$ cat config.mk
export PLATFORM = sky130hd
export DESIGN_NAME = apb_fifo_slave_flat
export DESIGN_NICKNAME = d
export VERILOG_FILES = /design/src/rtl/apb_fifo_pkg.sv /design/src/rtl/apb_fifo_slave_if.sv /design/src/rtl/apb_fifo_slave_sync_fifo.sv /design/src/rtl/apb_fifo_slave.sv /design/src/flat_wrapper.sv
export SDC_FILE = /design/constraint.sdc
export NUM_CORES = 1
export LEC_CHECK = 0
export CORE_ASPECT_RATIO = 1.2
export CORE_MARGIN = 3
export CORE_UTILIZATION = 45
export DETAILED_ROUTE_END_ITERATION = 6
export GPL_TIMING_DRIVEN = 0
export PLACE_DENSITY = 0.77
export SYNTH_ARGS = -nofsm -noshare
export SYNTH_HDL_FRONTEND = slang
export SYNTH_SLANG_ARGS = --single-unit
$ cat constraint.sdc
create_clock -name PCLK -period 3.1 [get_ports PCLK]
set_clock_uncertainty 0.2 [all_clocks]
set_input_delay 0.62 -clock PCLK [delete_from_list [all_inputs] [get_ports PCLK]]
set_output_delay 0.62 -clock PCLK [all_outputs]
set_load 0.02 [all_outputs]
$ cat src/rtl/apb_fifo_pkg.sv
// Shared constants and the transfer FSM state type for the APB FIFO completer.
package apb_fifo_pkg;

  localparam int PADDR_SIZE_DEF = 4;
  localparam int PDATA_SIZE_DEF = 8;

  localparam logic [1:0] ADDR_CTRL   = 2'd0;
  localparam logic [1:0] ADDR_STATUS = 2'd1;
  localparam logic [1:0] ADDR_DATA   = 2'd2;
  localparam logic [1:0] ADDR_LEVEL  = 2'd3;

  localparam int CTRL_EN_BIT    = 0;
  localparam int CTRL_FLUSH_BIT = 1;
  localparam int CTRL_THR_LSB   = 4;
  localparam int CTRL_THR_MSB   = 7;

  localparam int STAT_EMPTY_BIT = 0;
  localparam int STAT_FULL_BIT  = 1;
  localparam int STAT_OVF_BIT   = 2;
  localparam int STAT_UDF_BIT   = 3;
  localparam int STAT_IRQ_BIT   = 4;

  typedef enum logic [1:0] {
    IDLE   = 2'd0,
    WAIT   = 2'd1,
    ACCESS = 2'd2
  } apb_state_e;

endpackage

$ cat src/rtl/apb_fifo_slave_if.sv
// APB3/APB4 signal bundle between a requester (master) and the FIFO completer (slave).
interface apb_fifo_slave_if #(
  parameter int PADDR_SIZE = apb_fifo_pkg::PADDR_SIZE_DEF,
  parameter int PDATA_SIZE = apb_fifo_pkg::PDATA_SIZE_DEF
);
  logic                    PSEL;
  logic                    PENABLE;
  logic [PADDR_SIZE-1:0]   PADDR;
  logic                    PWRITE;
  logic [PDATA_SIZE/8-1:0] PSTRB;
  logic [PDATA_SIZE-1:0]   PWDATA;
  logic [PDATA_SIZE-1:0]   PRDATA;
  logic                    PREADY;
  logic                    PSLVERR;

  modport master (
    output PSEL, PENABLE, PADDR, PWRITE, PSTRB, PWDATA,
    input  PRDATA, PREADY, PSLVERR
  );

  modport slave (
    input  PSEL, PENABLE, PADDR, PWRITE, PSTRB, PWDATA,
    output PRDATA, PREADY, PSLVERR
  );
endinterface

$ cat src/rtl/apb_fifo_slave_sync_fifo.sv
// DEPTH x 8 synchronous FIFO with push/pop/flush; head byte is read combinationally.
module sync_fifo #(
  parameter  int DEPTH = 8,
  localparam int AW    = $clog2(DEPTH),
  localparam int LW    = AW + 1
) (
  input  logic          clk,
  input  logic          rst,
  input  logic          push,
  input  logic          pop,
  input  logic          flush,
  input  logic [7:0]    wdata,
  output logic [7:0]    rdata,
  output logic [LW-1:0] level,
  output logic          empty,
  output logic          full
);
  logic [7:0]    mem_q [DEPTH];
  logic [7:0]    mem_d [DEPTH];
  logic [AW-1:0] wr_ptr_q, wr_ptr_d;
  logic [AW-1:0] rd_ptr_q, rd_ptr_d;
  logic [LW-1:0] level_q, level_d;
  logic          do_push;
  logic          do_pop;

  assign empty   = (level_q == '0);
  assign full    = (level_q == LW'(DEPTH));
  assign do_push = push && !full;
  assign do_pop  = pop && !empty;

  // Flush wins over any same-cycle push or pop.
  always_comb begin
    mem_d    = mem_q;
    wr_ptr_d = wr_ptr_q;
    rd_ptr_d = rd_ptr_q;
    level_d  = level_q;
    if (flush) begin
      wr_ptr_d = '0;
      rd_ptr_d = '0;
      level_d  = '0;
    end else begin
      if (do_push) begin
        mem_d[wr_ptr_q] = wdata;
        wr_ptr_d        = wr_ptr_q + AW'(1);
      end
      if (do_pop) begin
        rd_ptr_d = rd_ptr_q + AW'(1);
      end
      level_d = level_q + LW'(do_push) - LW'(do_pop);
    end
  end

  always_ff @(posedge clk or posedge rst) begin
    if (rst) begin
      mem_q    <= '{default: '0};
      wr_ptr_q <= '0;
      rd_ptr_q <= '0;
      level_q  <= '0;
    end else begin
      mem_q    <= mem_d;
      wr_ptr_q <= wr_ptr_d;
      rd_ptr_q <= rd_ptr_d;
      level_q  <= level_d;
    end
  end

  assign rdata = mem_q[rd_ptr_q];
  assign level = level_q;

endmodule

$ cat src/rtl/apb_fifo_slave.sv
// APB completer with CTRL/STATUS/DATA/LEVEL registers feeding a byte FIFO stream.
// Define APB_FIFO_SLVERR_EN to drive PSLVERR; otherwise it is tied low.
module apb_fifo_slave
  import apb_fifo_pkg::*;
#(
  parameter int PADDR_SIZE  = PADDR_SIZE_DEF,
  parameter int PDATA_SIZE  = PDATA_SIZE_DEF,
  parameter int DEPTH       = 8,
  parameter int WAIT_STATES = 0
) (
  input  logic            PCLK,
  input  logic            PRESET,
  apb_fifo_slave_if.slave apb,
  output logic            out_valid,
  input  logic            out_ready,
  output logic [7:0]      out_data,
  output logic            irq,
  output apb_state_e      dbg_state
);
  localparam int LW = $clog2(DEPTH) + 1;

  apb_state_e state_q, state_d;
  logic [2:0] wait_cnt_q, wait_cnt_d;
  logic       en_q, en_d;
  logic [3:0] thr_q, thr_d;
  logic       ovf_q, ovf_d;
  logic       udf_q, udf_d;
  logic       irq_q, irq_d;

  logic [PADDR_SIZE-1:0] paddr;
  logic [PDATA_SIZE-1:0] pwdata;
  logic                  strb;
  logic                  commit;
  logic                  addr_ok;

  logic [7:0]    fifo_head;
  logic [LW-1:0] fifo_level;
  logic          fifo_empty;
  logic          fifo_full;
  logic          fifo_push;
  logic          fifo_pop;
  logic          fifo_flush;

  logic       err;
  logic [7:0] rd_val;
  logic [7:0] ctrl_rd;
  logic [7:0] stat_rd;
  logic       ctrl_wr;
  logic       stat_wr;
  logic       data_push;
  logic       ovf_set;
  logic       udf_set;
  logic       unused_pwdata;

  assign paddr         = apb.PADDR;
  assign pwdata        = apb.PWDATA;
  assign strb          = |apb.PSTRB;
  assign addr_ok       = ((paddr >> 2) == '0);
  assign commit        = (state_q == ACCESS) && apb.PSEL && apb.PENABLE;
  assign unused_pwdata = ^pwdata[3:2];

  // Transfer FSM: setup in IDLE, WAIT_STATES cycles of PREADY low, one ACCESS cycle.
  always_comb begin
    state_d    = state_q;
    wait_cnt_d = wait_cnt_q;
    case (state_q)
      IDLE: begin
        if (apb.PSEL && !apb.PENABLE) begin
          wait_cnt_d = 3'(WAIT_STATES);
          state_d    = (WAIT_STATES == 0) ? ACCESS : WAIT;
        end
      end
      WAIT: begin
        if (!apb.PSEL) begin
          state_d = IDLE;
        end else begin
          wait_cnt_d = wait_cnt_q - 3'd1;
          if (wait_cnt_q <= 3'd1) state_d = ACCESS;
        end
      end
      ACCESS:  state_d = IDLE;
      default: state_d = IDLE;
    endcase
  end

  always_comb begin
    ctrl_rd                              = '0;
    ctrl_rd[CTRL_EN_BIT]                 = en_q;
    ctrl_rd[CTRL_THR_MSB:CTRL_THR_LSB]   = thr_q;
    stat_rd                              = '0;
    stat_rd[STAT_EMPTY_BIT]              = fifo_empty;
    stat_rd[STAT_FULL_BIT]               = fifo_full;
    stat_rd[STAT_OVF_BIT]                = ovf_q;
    stat_rd[STAT_UDF_BIT]                = udf_q;
    stat_rd[STAT_IRQ_BIT]                = irq_q;
  end

  // Decode is evaluated every cycle but only acted on when commit is high.
  always_comb begin
    err       = 1'b0;
    rd_val    = '0;
    ctrl_wr   = 1'b0;
    stat_wr   = 1'b0;
    data_push = 1'b0;
    ovf_set   = 1'b0;
    udf_set   = 1'b0;
    if (!addr_ok) begin
      err = 1'b1;
    end else begin
      case (paddr[1:0])
        ADDR_CTRL: begin
          if (apb.PWRITE) ctrl_wr = strb;
          else            rd_val  = ctrl_rd;
        end
        ADDR_STATUS: begin
          if (apb.PWRITE) stat_wr = strb;
          else            rd_val  = stat_rd;
        end
        ADDR_DATA: begin
          if (apb.PWRITE) begin
            if (strb && fifo_full) begin
              err     = 1'b1;
              ovf_set = 1'b1;
            end else begin
              data_push = strb;
            end
          end else if (fifo_empty) begin
            err     = 1'b1;
            udf_set = 1'b1;
          end else begin
            rd_val = fifo_head;
          end
        end
        default: begin
          if (apb.PWRITE) err    = strb;
          else            rd_val = 8'(fifo_level);
        end
      endcase
    end
  end

  always_comb begin
    en_d  = en_q;
    thr_d = thr_q;
    ovf_d = ovf_q;
    udf_d = udf_q;
    irq_d = en_q && (8'(fifo_level) < 8'(thr_q));
    if (commit) begin
      if (ctrl_wr) begin
        en_d  = pwdata[CTRL_EN_BIT];
        thr_d = pwdata[CTRL_THR_MSB:CTRL_THR_LSB];
      end
      if (stat_wr) begin
        if (pwdata[STAT_OVF_BIT]) ovf_d = 1'b0;
        if (pwdata[STAT_UDF_BIT]) udf_d = 1'b0;
      end
      if (ovf_set) ovf_d = 1'b1;
      if (udf_set) udf_d = 1'b1;
    end
  end

  always_ff @(posedge PCLK or posedge PRESET) begin
    if (PRESET) begin
      state_q    <= IDLE;
      wait_cnt_q <= '0;
      en_q       <= 1'b0;
      thr_q      <= '0;
      ovf_q      <= 1'b0;
      udf_q      <= 1'b0;
      irq_q      <= 1'b0;
    end else begin
      state_q    <= state_d;
      wait_cnt_q <= wait_cnt_d;
      en_q       <= en_d;
      thr_q      <= thr_d;
      ovf_q      <= ovf_d;
      udf_q      <= udf_d;
      irq_q      <= irq_d;
    end
  end

  // Downstream stream: a byte moves on every cycle where out_valid && out_ready;
  // out_valid never depends on out_ready and out_data is stable while valid and not taken.
  assign out_valid  = en_q && !fifo_empty;
  assign out_data   = fifo_head;
  assign fifo_pop   = out_valid && out_ready;
  assign fifo_push  = commit && data_push;
  assign fifo_flush = commit && ctrl_wr && pwdata[CTRL_FLUSH_BIT];

  sync_fifo #(
    .DEPTH (DEPTH)
  ) u_fifo (
    .clk   (PCLK),
    .rst   (PRESET),
    .push  (fifo_push),
    .pop   (fifo_pop),
    .flush (fifo_flush),
    .wdata (pwdata[7:0]),
    .rdata (fifo_head),
    .level (fifo_level),
    .empty (fifo_empty),
    .full  (fifo_full)
  );

  assign apb.PREADY = commit;
  assign apb.PRDATA = (commit && !apb.PWRITE && !err) ? PDATA_SIZE'(rd_val) : '0;
`ifdef APB_FIFO_SLVERR_EN
  assign apb.PSLVERR = commit && err;
`else
  assign apb.PSLVERR = 1'b0;
`endif

  assign irq       = irq_q;
  assign dbg_state = state_q;

endmodule

$ cat src/flat_wrapper.sv
// flat-port wrapper written by rule: the top's interface ports become plain ports
module apb_fifo_slave_flat import apb_fifo_pkg::*;
#(
  parameter int PADDR_SIZE  = PADDR_SIZE_DEF,
  parameter int PDATA_SIZE  = PDATA_SIZE_DEF,
  parameter int DEPTH       = 8,
  parameter int WAIT_STATES = 0
)
  (PCLK, PRESET, out_valid, out_ready, out_data, irq, dbg_state, apb_PSEL, apb_PENABLE, apb_PADDR, apb_PWRITE, apb_PSTRB, apb_PWDATA, apb_PRDATA, apb_PREADY, apb_PSLVERR);
  apb_fifo_slave_if #(.PADDR_SIZE(PADDR_SIZE), .PDATA_SIZE(PDATA_SIZE)) apb_i ();
  input  logic PCLK;
  input  logic PRESET;
  output logic out_valid;
  input  logic out_ready;
  output logic [7:0] out_data;
  output logic irq;
  output apb_state_e dbg_state;
  input wire logic [$bits(apb_i.PSEL)-1:0] apb_PSEL;
  input wire logic [$bits(apb_i.PENABLE)-1:0] apb_PENABLE;
  input wire logic [$bits(apb_i.PADDR)-1:0] apb_PADDR;
  input wire logic [$bits(apb_i.PWRITE)-1:0] apb_PWRITE;
  input wire logic [$bits(apb_i.PSTRB)-1:0] apb_PSTRB;
  input wire logic [$bits(apb_i.PWDATA)-1:0] apb_PWDATA;
  output wire logic [$bits(apb_i.PRDATA)-1:0] apb_PRDATA;
  output wire logic [$bits(apb_i.PREADY)-1:0] apb_PREADY;
  output wire logic [$bits(apb_i.PSLVERR)-1:0] apb_PSLVERR;
  assign apb_i.PSEL = apb_PSEL;
  assign apb_i.PENABLE = apb_PENABLE;
  assign apb_i.PADDR = apb_PADDR;
  assign apb_i.PWRITE = apb_PWRITE;
  assign apb_i.PSTRB = apb_PSTRB;
  assign apb_i.PWDATA = apb_PWDATA;
  assign apb_PRDATA = apb_i.PRDATA;
  assign apb_PREADY = apb_i.PREADY;
  assign apb_PSLVERR = apb_i.PSLVERR;
  apb_fifo_slave #(.PADDR_SIZE(PADDR_SIZE), .PDATA_SIZE(PDATA_SIZE), .DEPTH(DEPTH), .WAIT_STATES(WAIT_STATES)) u_core (.PCLK(PCLK), .PRESET(PRESET), .apb(apb_i), .out_valid(out_valid), .out_ready(out_ready), .out_data(out_data), .irq(irq), .dbg_state(dbg_state));
endmodule
==> results of run 1 <==
## state kept, by name, indices dropped and copies added, names as in the netlist
register / count
u_core.u_fifo.mem_q: 64
u_core.u_fifo.rd_ptr_q: 3
u_core.thr_q: 4
u_core.u_fifo.level: 4
u_core.ovf_q: 1
u_core.irq: 1
u_core.dbg_state: 1
u_core.u_fifo.wr_ptr_q: 3
u_core.en_q: 1
u_core.udf_q: 1
## layout by cell type, fill, tap and decap left out, types with 3 or more instances in the layout
| cell type | n |
|---|---|
| nand3b_1 | 4 |
| clkbuf_1 | 5 |
| mux2_4 | 3 |
| dfrtp_1 | 81 |
| nor4_4 | 3 |
| ha_1 | 10 |
| mux2i_1 | 7 |
| inv_1 | 11 |
| buf_2 | 5 |
| nor2_1 | 13 |
| a21oi_1 | 5 |
| nand2_1 | 5 |
| nand4_1 | 5 |
| a21o_1 | 3 |
| mux4_2 | 14 |
| nand3_1 | 4 |
| clkbuf_2 | 4 |
| buf_1 | 3 |
| nand2b_1 | 3 |
| clkdlybuf4s50_1 | 18 |
| nor2b_1 | 3 |
| dlygate4sd2_1 | 10 |
| mux2_2 | 74 |
| clkbuf_8 | 10 |
| o21ai_0 | 5 |
| buf_4 | 20 |
| a32o_1 | 3 |
## final cells by class
cell class	instances	area [um^2]	share of cell area [%]
Multi-Input combinational cell	204	2130	40.9
Clock buffer	13	149	2.85
Buffer	13	106	2.04
Tap cell	120	150	2.87
Sequential cell	83	2080	39.8
Timing Repair Buffer	58	524	10.0
Inverter	14	57.6	1.10
Clock inverter	3	23.8	0.455
## path summary, 6_finish.rpt
check                                            end  slack [ns]              startpoint  cells past startpoint
setup / recovery                       apb_PRDATA[5]        0.01  u_core.u_fifo.level[3]                      6
hold / removal                u_core.u_fifo.mem_q[9]        0.31  u_core.u_fifo.mem_q[9]                      1
setup reg to reg              u_core.u_fifo.level[1]        0.16  u_core.u_fifo.level[3]                     11
hold reg to reg               u_core.u_fifo.mem_q[9]        0.31  u_core.u_fifo.mem_q[9]                      1
max in group asynchronous  u_core.u_fifo.rd_ptr_q[1]        1.78                  PRESET                      3
min in group asynchronous  u_core.u_fifo.wr_ptr_q[2]        0.32                  PRESET                      2
## kinds of logic (layout without fill, tap and decap cells)
family	after synthesis	count (layout)	share of synthesized area, %
other cells	1	2	0.0880
buf+inv	30	101	2.82
fa+ha+maj	12	12	3.70
compound gates	26	26	4.29
mux	98	98	29.4
flops	83	83	48.7
xor+xnor	5	5	1.03
simple gates	61	61	9.95
## report_power, final
part	internal [mW]	leakage [nW]	switching [mW]
Sequential	1.12	1.14	0.0391
Combinational	0.242	1.25	0.261
Clock	0.316	0.0799	0.393
## layer usage
layer	vias up	global-route usage, %
met5	-	0
met4	0	10.1
met3	23	2.14
met2	59	33.1
met1	1522	24.4
li1	1302	-
## per-stage QoR
step / std cells / setup WS (ns)
CTS: 503 / 0.000454
floorplan: 317 / 0.0224
global placement: 474 / -1.29
global route: 508 / -0.00870
finish: 508 / 0.0137
detailed placement: 475 / -1.31
## Yosys cell counts, types with 2 or more instances
master and number:
dfrtp_1 83, mux2_2 77, mux4_2 14, nor2_1 14, inv_1 13, clkbuf_1 11
ha_1 11, mux2i_1 7, a21oi_1 5, nand2_1 5, nand3_1 5, nand4_1 5
o21ai_0 5, nand3b_1 4, a21o_1 3, a32o_1 3, buf_1 3, nand2b_1 3
nor2b_1 3, nor4_4 3, xnor2_1 3, a22oi_1 2, and2_1 2, and3_1 2
buf_4 2, nor3b_1 2, o2bb2ai_1 2, xor2_1 2
## timing repair
item / 4_1_cts / 5_1_grt
cloned: 0 / 1
setup endpoints to repair: 71 / 13
pin swaps: 6 / 1
setup buffers: 15 / 4
resized for setup: 63 / 12
==> run metrics, run 1 <==
status=complete, no violations; Post-Syn Area=about 0.0043 mm^2; synth top area cells=dfrtp_1 (49%), mux2_2 (20%), mux4_2 (7.4%), ha_1 (3.2%), mux2i_1 (1.6%); measured slew at the worst slew-check pin=0.816 ns; PwrDens=~450 mW/mm^2; Core Area=0.00913 mm^2; average cell area after synthesis=~13 um^2; Syn Inst Count=316; CP top delay family=simple AND/OR/NAND/NOR gates; # port buffers=37; CP arrival=2.27 ns; Synth area leader=dfrtp_1; wire length on met2=5170 um; total gr overflow=0; Fillers=~760; first-pass GRT wire length=about 16000 um; CTS tree=done; number of antenna violations at the first check in global routing=0; sequential-to-total area share from yosys stat=around 49%; Synthesis Warnings=0; drt via density=between 5 and 6; drc violations=0; GP Congestion=between 0.8 and 0.9; DR pass1 iterations=4; # IOs=just over 40; Initial Utilization=approximately 47%; Final min period=3.09 ns; DR WL/cell=between 15 and 20 um; CP max FO=6; DIE WIDTH=around 95 um; DIE HEIGHT=113 um; Overall Power=roughly 2.4 mW; Placed Area=slightly below 0.005 mm^2; data required time of the worst path=2.28 ns; RSZ-0062 raised after global routing=yes; Synth top area share=between 40% and 50%; Leak=between 2 and 2.5 nW; Area Growth Syn to Fin=22.6%; TritonCTS buffer count=9; Async S/R FF share, synth=100%; Iteration-0 DRC Markers=roughly 170; Peak VDD IR=between 200 and 250 uV; Fmax=around 320 MHz; CTS Buffer Depth=2; largest net degree at the start of global routing=a little over 70; DIE AREA=0.0107 mm^2; CP peak stage delay=approximately 0.42 ns; WL met3=303 um; All-Layer GR Usage=around a fifth; htree depth=3; post-synth cell types=50; Crit Path Class=reg -> out; crit-path cells=inv_1 -> ha_1 -> or3b_4 -> and4b_2 -> a32o_1 -> clkdlybuf4s15_2; ys flop type=dfrtp_1; hold_buf cts=0; root buf cell=clkbuf_8; Clock Latency Late Sink=~0.36 ns; final instance area=between 0.005 and 0.006 mm^2; Synth Register Bits=83; Vias=approximately 2900; post-route clock period utilization=around 100%; Met1 Wirelength=4350 um; sum of buffers and inverters on the critical path=2; Setup TNS=0 ns; MaxCap Viol Count=0; Clock Pin Slew Worst Setup and Hold Paths=around 0.080 ns; layout cells sized above 1=41.5%; final core occ=a little under three fifths; final slew viol count=0; # diodes=0; DR top layer=met4; DRT antenna net count=0; Slew HR=around 45%; nets@finish=about 410; Fin. Hold Viols=0; Worst setup SP type=flip-flop; DP HPWL=about 6700 um; CP endpoint kind=primary output; hold_ws=~0.31 ns; vias in the first global route=about 3000; CTS Sinks=83; Row Count=38; EDFF count, synth=0; slowest stage cell on the critical path=dfrtp_1; final WL=around 10000 um; HP Class=reg -> reg; Finish-stage setup viols=0
Note: power is estimated with default switching activity, not from simulation.
==> inputs of run 2 (changes only) <==
--- a/config.mk
+++ b/config.mk
@@ -10,7 +10,7 @@
 export CORE_UTILIZATION = 45
 export DETAILED_ROUTE_END_ITERATION = 6
 export GPL_TIMING_DRIVEN = 0
-export PLACE_DENSITY = 0.77
+export PLACE_DENSITY = 0.74
 export SYNTH_ARGS = -nofsm -noshare
 export SYNTH_HDL_FRONTEND = slang
 export SYNTH_SLANG_ARGS = --single-unit
==> constraint.sdc (replaced) <==
create_clock -name PCLK -period 3 [get_ports PCLK]
set_clock_uncertainty 0.2 [all_clocks]
set_input_delay 0.6 -clock PCLK [delete_from_list [all_inputs] [get_ports PCLK]]
set_output_delay 0.6 -clock PCLK [all_outputs]
set_load 0.02 [all_outputs]
==> run metrics, run 2 (same netlist as run 1, synthesis figures left out) <==
status=complete, but fails checks; failing checks=setup timing; Vias=2849 (-2.0%); Peak VDD IR=255 uV (+2.8%); Iteration-0 DRC Markers=292 (+70%); nets@finish=414 (unchanged); TritonCTS buffer count=9 (unchanged); max reg flops=64 (unchanged); Fin. Hold Viols=0 (unchanged); Leak=2.52 nW (+1.8%); DP HPWL=6660 um (-0.39%); final slew viol count=0 (unchanged); most frequent cells in the layout=dfrtp_1 (80), mux2_2 (72), buf_4 (19); CTS Sinks=83 (unchanged); Finish-stage setup viols=2 (+2); GP Congestion=0.841 (-2.2%); final WL=10000 um (-1.3%); CP arrival=2.21 ns (-0.06 ns); most common cell after layout, fill and taps aside=dfrtp_1; Post-Layout Cell Count=506 (-0.39%); Multi-input gate area=0.00221 mm^2 (+3.4%); first-pass GRT wire length=16200 um (+4.4%); number of antenna violations at the first check in global routing=0 (unchanged); Row Count=38 (unchanged); hold_ws=0.306 ns (-0.000997 ns); Fillers=753 (-0.26%); # IOs=41 (unchanged); final core occ=58.3% (+1.1 points); Core Area=0.00913 mm^2 (unchanged); DRT antenna net count=0 (unchanged); DR pass1 iterations=4 (unchanged); Worst setup SP type=flip-flop; placed cell count=475 (unchanged); DIE AREA=0.0107 mm^2 (unchanged); Crit Path Class=reg -> out; total gr overflow=0 (unchanged); measured slew at the worst slew-check pin=0.863 ns (+0.0461 ns); Slew HR=42.1% (-3.3 points); Reg with most FFs=u_core.u_fifo.mem_q; Overall Power=2.47 mW (+4.4%); Fmax=332 MHz; CTS Buffer Depth=2 (unchanged); drt via density=5.63 (-1.6%); Final min period=~3.0 ns; htree depth=3 (unchanged); # port buffers=37 (unchanged); root buf cell=clkbuf_8; dpl ws=-1.41 ns (-0.0975 ns); Final WS setup=-0.0115 ns (-0.0252 ns); PwrDens=465 mW/mm^2 (+2.4%); MaxCap Viol Count=0 (unchanged); CTS tree=done; drc violations=0 (unchanged); Initial Utilization=46.7% (unchanged); CP max FO=6 (unchanged); post-route clock period utilization=100%; Register Area=0.00208 mm^2 (about the same); CP endpoint kind=primary output; layout cells sized above 1=44.3% (+2.8 points); Clock Pin Slew Worst Setup and Hold Paths=0.08 ns (about the same); largest net degree at the start of global routing=47 (-34%); All-Layer GR Usage=20.5% (+0.93 points); vias in the first global route=3047 (+1.5%); data required time of the worst path=2.20 ns (-0.08 ns); RSZ-0062 raised after global routing=yes; # diodes=0 (unchanged); HP Class=reg -> reg; DIE HEIGHT=113 um (unchanged); Clock Latency Late Sink=0.36 ns (about the same); DIE WIDTH=94.8 um (unchanged); DR WL/cell=19.8 um (-0.93%); Area Growth Syn to Fin=24.9%
run 2: layer usage:
metal / routed length, um / GRT usage (%) / up-vias / share of wire [%]
met3: 488 / 3.62 / 22 / 4.9
li1: - / - / 1298 / -
met5: 0 / 0 / - / 0
met4: 333 / 10.9 / 0 / 3.3
met2: 4990 / 33.1 / 81 / 50
met1: 4180 / 26.0 / 1448 / 42
run 2: worst paths after layout:
| kind | from | endpoint | slack [ns] | cells after the start |
|---|---|---|---|---|
| min in group asynchronous | PRESET | u_core.u_fifo.mem_q[51] | 0.43 | 2 |
| max in group asynchronous | PRESET | u_core.u_fifo.level[3] | 1.57 | 3 |
| worst max-delay path | u_core.u_fifo.rd_ptr_q[1] | apb_PRDATA[2] | -0.01 | 6 |
| worst min-delay path | u_core.u_fifo.mem_q[19] | u_core.u_fifo.mem_q[19] | 0.31 | 1 |
| worst max register to register | u_core.u_fifo.level[3] | u_core.u_fifo.level[1] | 0.20 | 11 |
| worst min register to register | u_core.u_fifo.mem_q[19] | u_core.u_fifo.mem_q[19] | 0.31 | 1 |
run 2: power by group:
group / internal [mW] / switching, mW / leakage [nW]
logic: 0.242 / 0.252 / 1.28
registers: 1.16 / 0.0476 / 1.14
clock network: 0.396 / 0.378 / 0.0950
run 2: metrics by stage:
stage          cell area [um^2]   TNS, ns
2_1_floorplan              4270         0
3_3_place_gp               4790   -148.02
3_5_place_dp               4820    -50.24
4_1_cts                    5230  -0.00578
5_1_grt                    5320    -0.138
6_report                   5320   -0.0157
run 2: timing repair:
action                                  4_1_cts  5_1_grt
pin swaps                                    10        5
setup buffers                                13        5
gates resized for setup                      86       18
hold buffers                                  0        0
endpoints found under the setup margin       75       12
cloned                                        2        0
hold endpoints to repair                      0        0
run 2: final cells by class:
type                    count  share of cell area, %
clock buffers              11                   2.66
repair buffers             58                   10.2
inverters                  14                   1.03
clock inverters             3                  0.752
multi-input cells         204                   41.5
plain buffers              13                   1.97
flip-flops and latches     83                   39.1
well taps                 120                   2.82
run 2: critical path, stage by stage (launching register included):
cell and delay [ns]:
dfrtp_2 0.43, clkbuf_16 0.19, clkbuf_16 0.15, mux4_2 0.51
mux2_4 0.31, o2bb2ai_2 0.13, buf_6 0.13
==> inputs of run 3 (changes only) <==
--- a/config.mk
+++ b/config.mk
@@ -11,6 +11,7 @@
 export DETAILED_ROUTE_END_ITERATION = 6
 export GPL_TIMING_DRIVEN = 0
 export PLACE_DENSITY = 0.74
+export SETUP_SLACK_MARGIN = 0.5
 export SYNTH_ARGS = -nofsm -noshare
 export SYNTH_HDL_FRONTEND = slang
 export SYNTH_SLANG_ARGS = --single-unit
==> run metrics, run 3 (same netlist as run 1, synthesis figures left out) <==
status=complete, but fails checks; failing checks=setup timing; Iteration-0 DRC Markers=172 (-41%); switching share of total power=29.5% (+2.1 points); Initial Utilization=46.7% (unchanged); CTS Sinks=83 (unchanged); first-pass GRT wire length=17900 um (+10%); Met1 Wirelength=4640 um (+11%); MaxCap Viol Count=0 (unchanged); most frequent cells in the layout=dfrtp_1 (82), mux2_2 (39), mux2_4 (38); Row Count=38 (unchanged); All-Layer GR Usage=22.6% (+2.2 points); CP max FO=6 (unchanged); max reg flops=64 (unchanged); final WL=11700 um (+17%); Leak=2.77 nW (+9.9%); CP endpoint kind=primary output; TritonCTS buffer count=9 (unchanged); slowest stage cell on the critical path=dfrtp_1; DP HPWL=6890 um (+3.4%); largest net degree at the start of global routing=46 (-2.1%); nets@finish=446 (+7.7%); CP top delay family=simple AND/OR/NAND/NOR gates; Fmax=329 MHz (-1.0%); PwrDens=465 mW/mm^2 (about the same); wire length on met2=5960 um (+19%); Top cell by count, worst path=buf_8; CTS Buffer Depth=2 (unchanged); DRT antenna net count=0 (unchanged); # port buffers=37 (unchanged); GP Congestion=0.873 (+3.8%); dpl ws=-1.19 ns (+0.223 ns); Post-Layout Cell Count=540 (+6.7%); Peak VDD IR=278 uV (+8.8%); CTS tree=done; Placed Area=0.00500 mm^2 (+3.7%); RSZ-0062 raised after global routing=yes; Finish-stage setup viols=5 (+3); DR top layer=met4; clock share of power=30.3% (-1.0 points); sum of buffers and inverters on the critical path=4 (+1); hold_ws=0.303 ns (-0.00214 ns); Worst setup SP type=flip-flop; total gr overflow=0 (unchanged); DR WL/cell=21.6 um (+9.4%); DIE AREA=0.0107 mm^2 (unchanged); internal power=1.95 mW (+8.7%); crit-path cells=inv_2 -> ha_4 -> or3b_4 -> buf_8 -> and4b_1 -> buf_8 -> a32o_2 -> buf_6; drt via density=5.81 (+3.2%); DR pass1 iterations=4 (unchanged); Final min period=3.04 ns (+0.0305 ns); Final WS setup=-0.0420 ns (-0.0305 ns); Slew HR=41.8% (-0.27 points); number of antenna violations at the first check in global routing=0 (unchanged); final instance area=0.00596 mm^2 (+12%); Crit Path Class=reg -> out; Net Switching=0.818 mW (+21%); data required time of the worst path=2.20 ns (about the same); hold_buf cts=0 (unchanged); WL met3=678 um (+39%); final slew viol count=0 (unchanged); Fin. Hold Viols=0 (unchanged); Clock Pin Slew Worst Setup and Hold Paths=0.09 ns (about the same); layout cells sized above 1=53.8% (+9.5 points); Core Area=0.00913 mm^2 (unchanged); # IOs=41 (unchanged); sequential power share=43.8% (-5.0 points); Vias=3138 (+10%); CP arrival=2.24 ns (+0.03 ns); drc violations=0 (unchanged); vias in the first global route=3283 (+7.7%); HP Class=reg -> reg; CP peak stage delay=0.42 ns (-0.09 ns); Fillers=631 (-16%); htree depth=3 (unchanged); Area Growth Syn to Fin=39.8%; most common cell after layout, fill and taps aside=dfrtp_1; placed cell count=475 (unchanged); DIE WIDTH=94.8 um (unchanged); Reg with most FFs=u_core.u_fifo.mem_q; Clock Latency Late Sink=0.37 ns (about the same); measured slew at the worst slew-check pin=0.871 ns (+0.00871 ns); post-route clock period utilization=101% (+1.0 points); # diodes=0 (unchanged); DIE HEIGHT=113 um (unchanged); root buf cell=clkbuf_8; combinational share of power=25.9% (+5.9 points)
-- run 3: cell count changes in the layout (fill, tap and decap cells not counted), sizes merged --
cell,before,now
dlygate4sd2,11,3
clkdlybuf4s50,16,13
clkinvlp,0,3
buf,36,77
clkbuf,19,20
-- run 3: routing by layer --
layer	GRT usage [%]	vias to the layer above
met3	4.16	35
met1	28.6	1615
met2	37.4	121
met4	10.5	0
li1	-	1367
met5	0	-
-- run 3: worst paths after layout --
check / start / to / slack (ns) / cells after the start
setup / recovery: u_core.u_fifo.level[3] / apb_PRDATA[7] / -0.04 / 8
max in group asynchronous: PRESET / u_core.u_fifo.mem_q[14] / 1.35 / 3
hold / removal: u_core.u_fifo.mem_q[37] / u_core.u_fifo.mem_q[37] / 0.30 / 1
min in group asynchronous: PRESET / u_core.u_fifo.wr_ptr_q[0] / 0.54 / 2
setup reg to reg: u_core.u_fifo.level[3] / u_core.u_fifo.level[2] / 0.24 / 13
hold reg to reg: u_core.u_fifo.mem_q[37] / u_core.u_fifo.mem_q[37] / 0.30 / 1
-- run 3: area by class of cell --
class / count / area, um^2 / area share, %
sequential: 83 / 2080 / 34.9
inverter: 14 / 63.8 / 1.07
buffer: 16 / 159 / 2.67
clock buffer: 10 / 138 / 2.31
timing repair buffer: 87 / 905 / 15.2
tap: 120 / 150 / 2.52
clock inverter: 6 / 63.8 / 1.07
multi-input combinational: 204 / 2400 / 40.3
-- run 3: timing repair --
action                     4_1_cts  5_1_grt
setup buffers                   35       12
gates cloned                     2        0
hold endpoints to repair         0        0
pin swaps                       16       12
setup endpoints to repair       87       45
gates resized for setup        179       21
-- run 3: through the flow --
stage                     power [mW]  setup TNS, ns  utilization (%)
after CTS                       2.65        -0.0848             63.1
after global placement          1.65         -48.18             54.6
after detailed placement        1.67         -49.29             54.8
after floorplan                 1.53              0                -
final                           2.77         -0.164             65.3
after global routing            2.88         -0.509             65.3
-- run 3: power groups by stage --
stage / Clock [mW] / Sequential (mW) / Combinational, mW
after floorplan: 0 / 1.21 / 0.316
after global placement: 0 / 1.23 / 0.421
after detailed placement: 0 / 1.23 / 0.439
after CTS: 0.845 / 1.21 / 0.596
after global routing: 0.890 / 1.22 / 0.776
final: 0.840 / 1.21 / 0.718
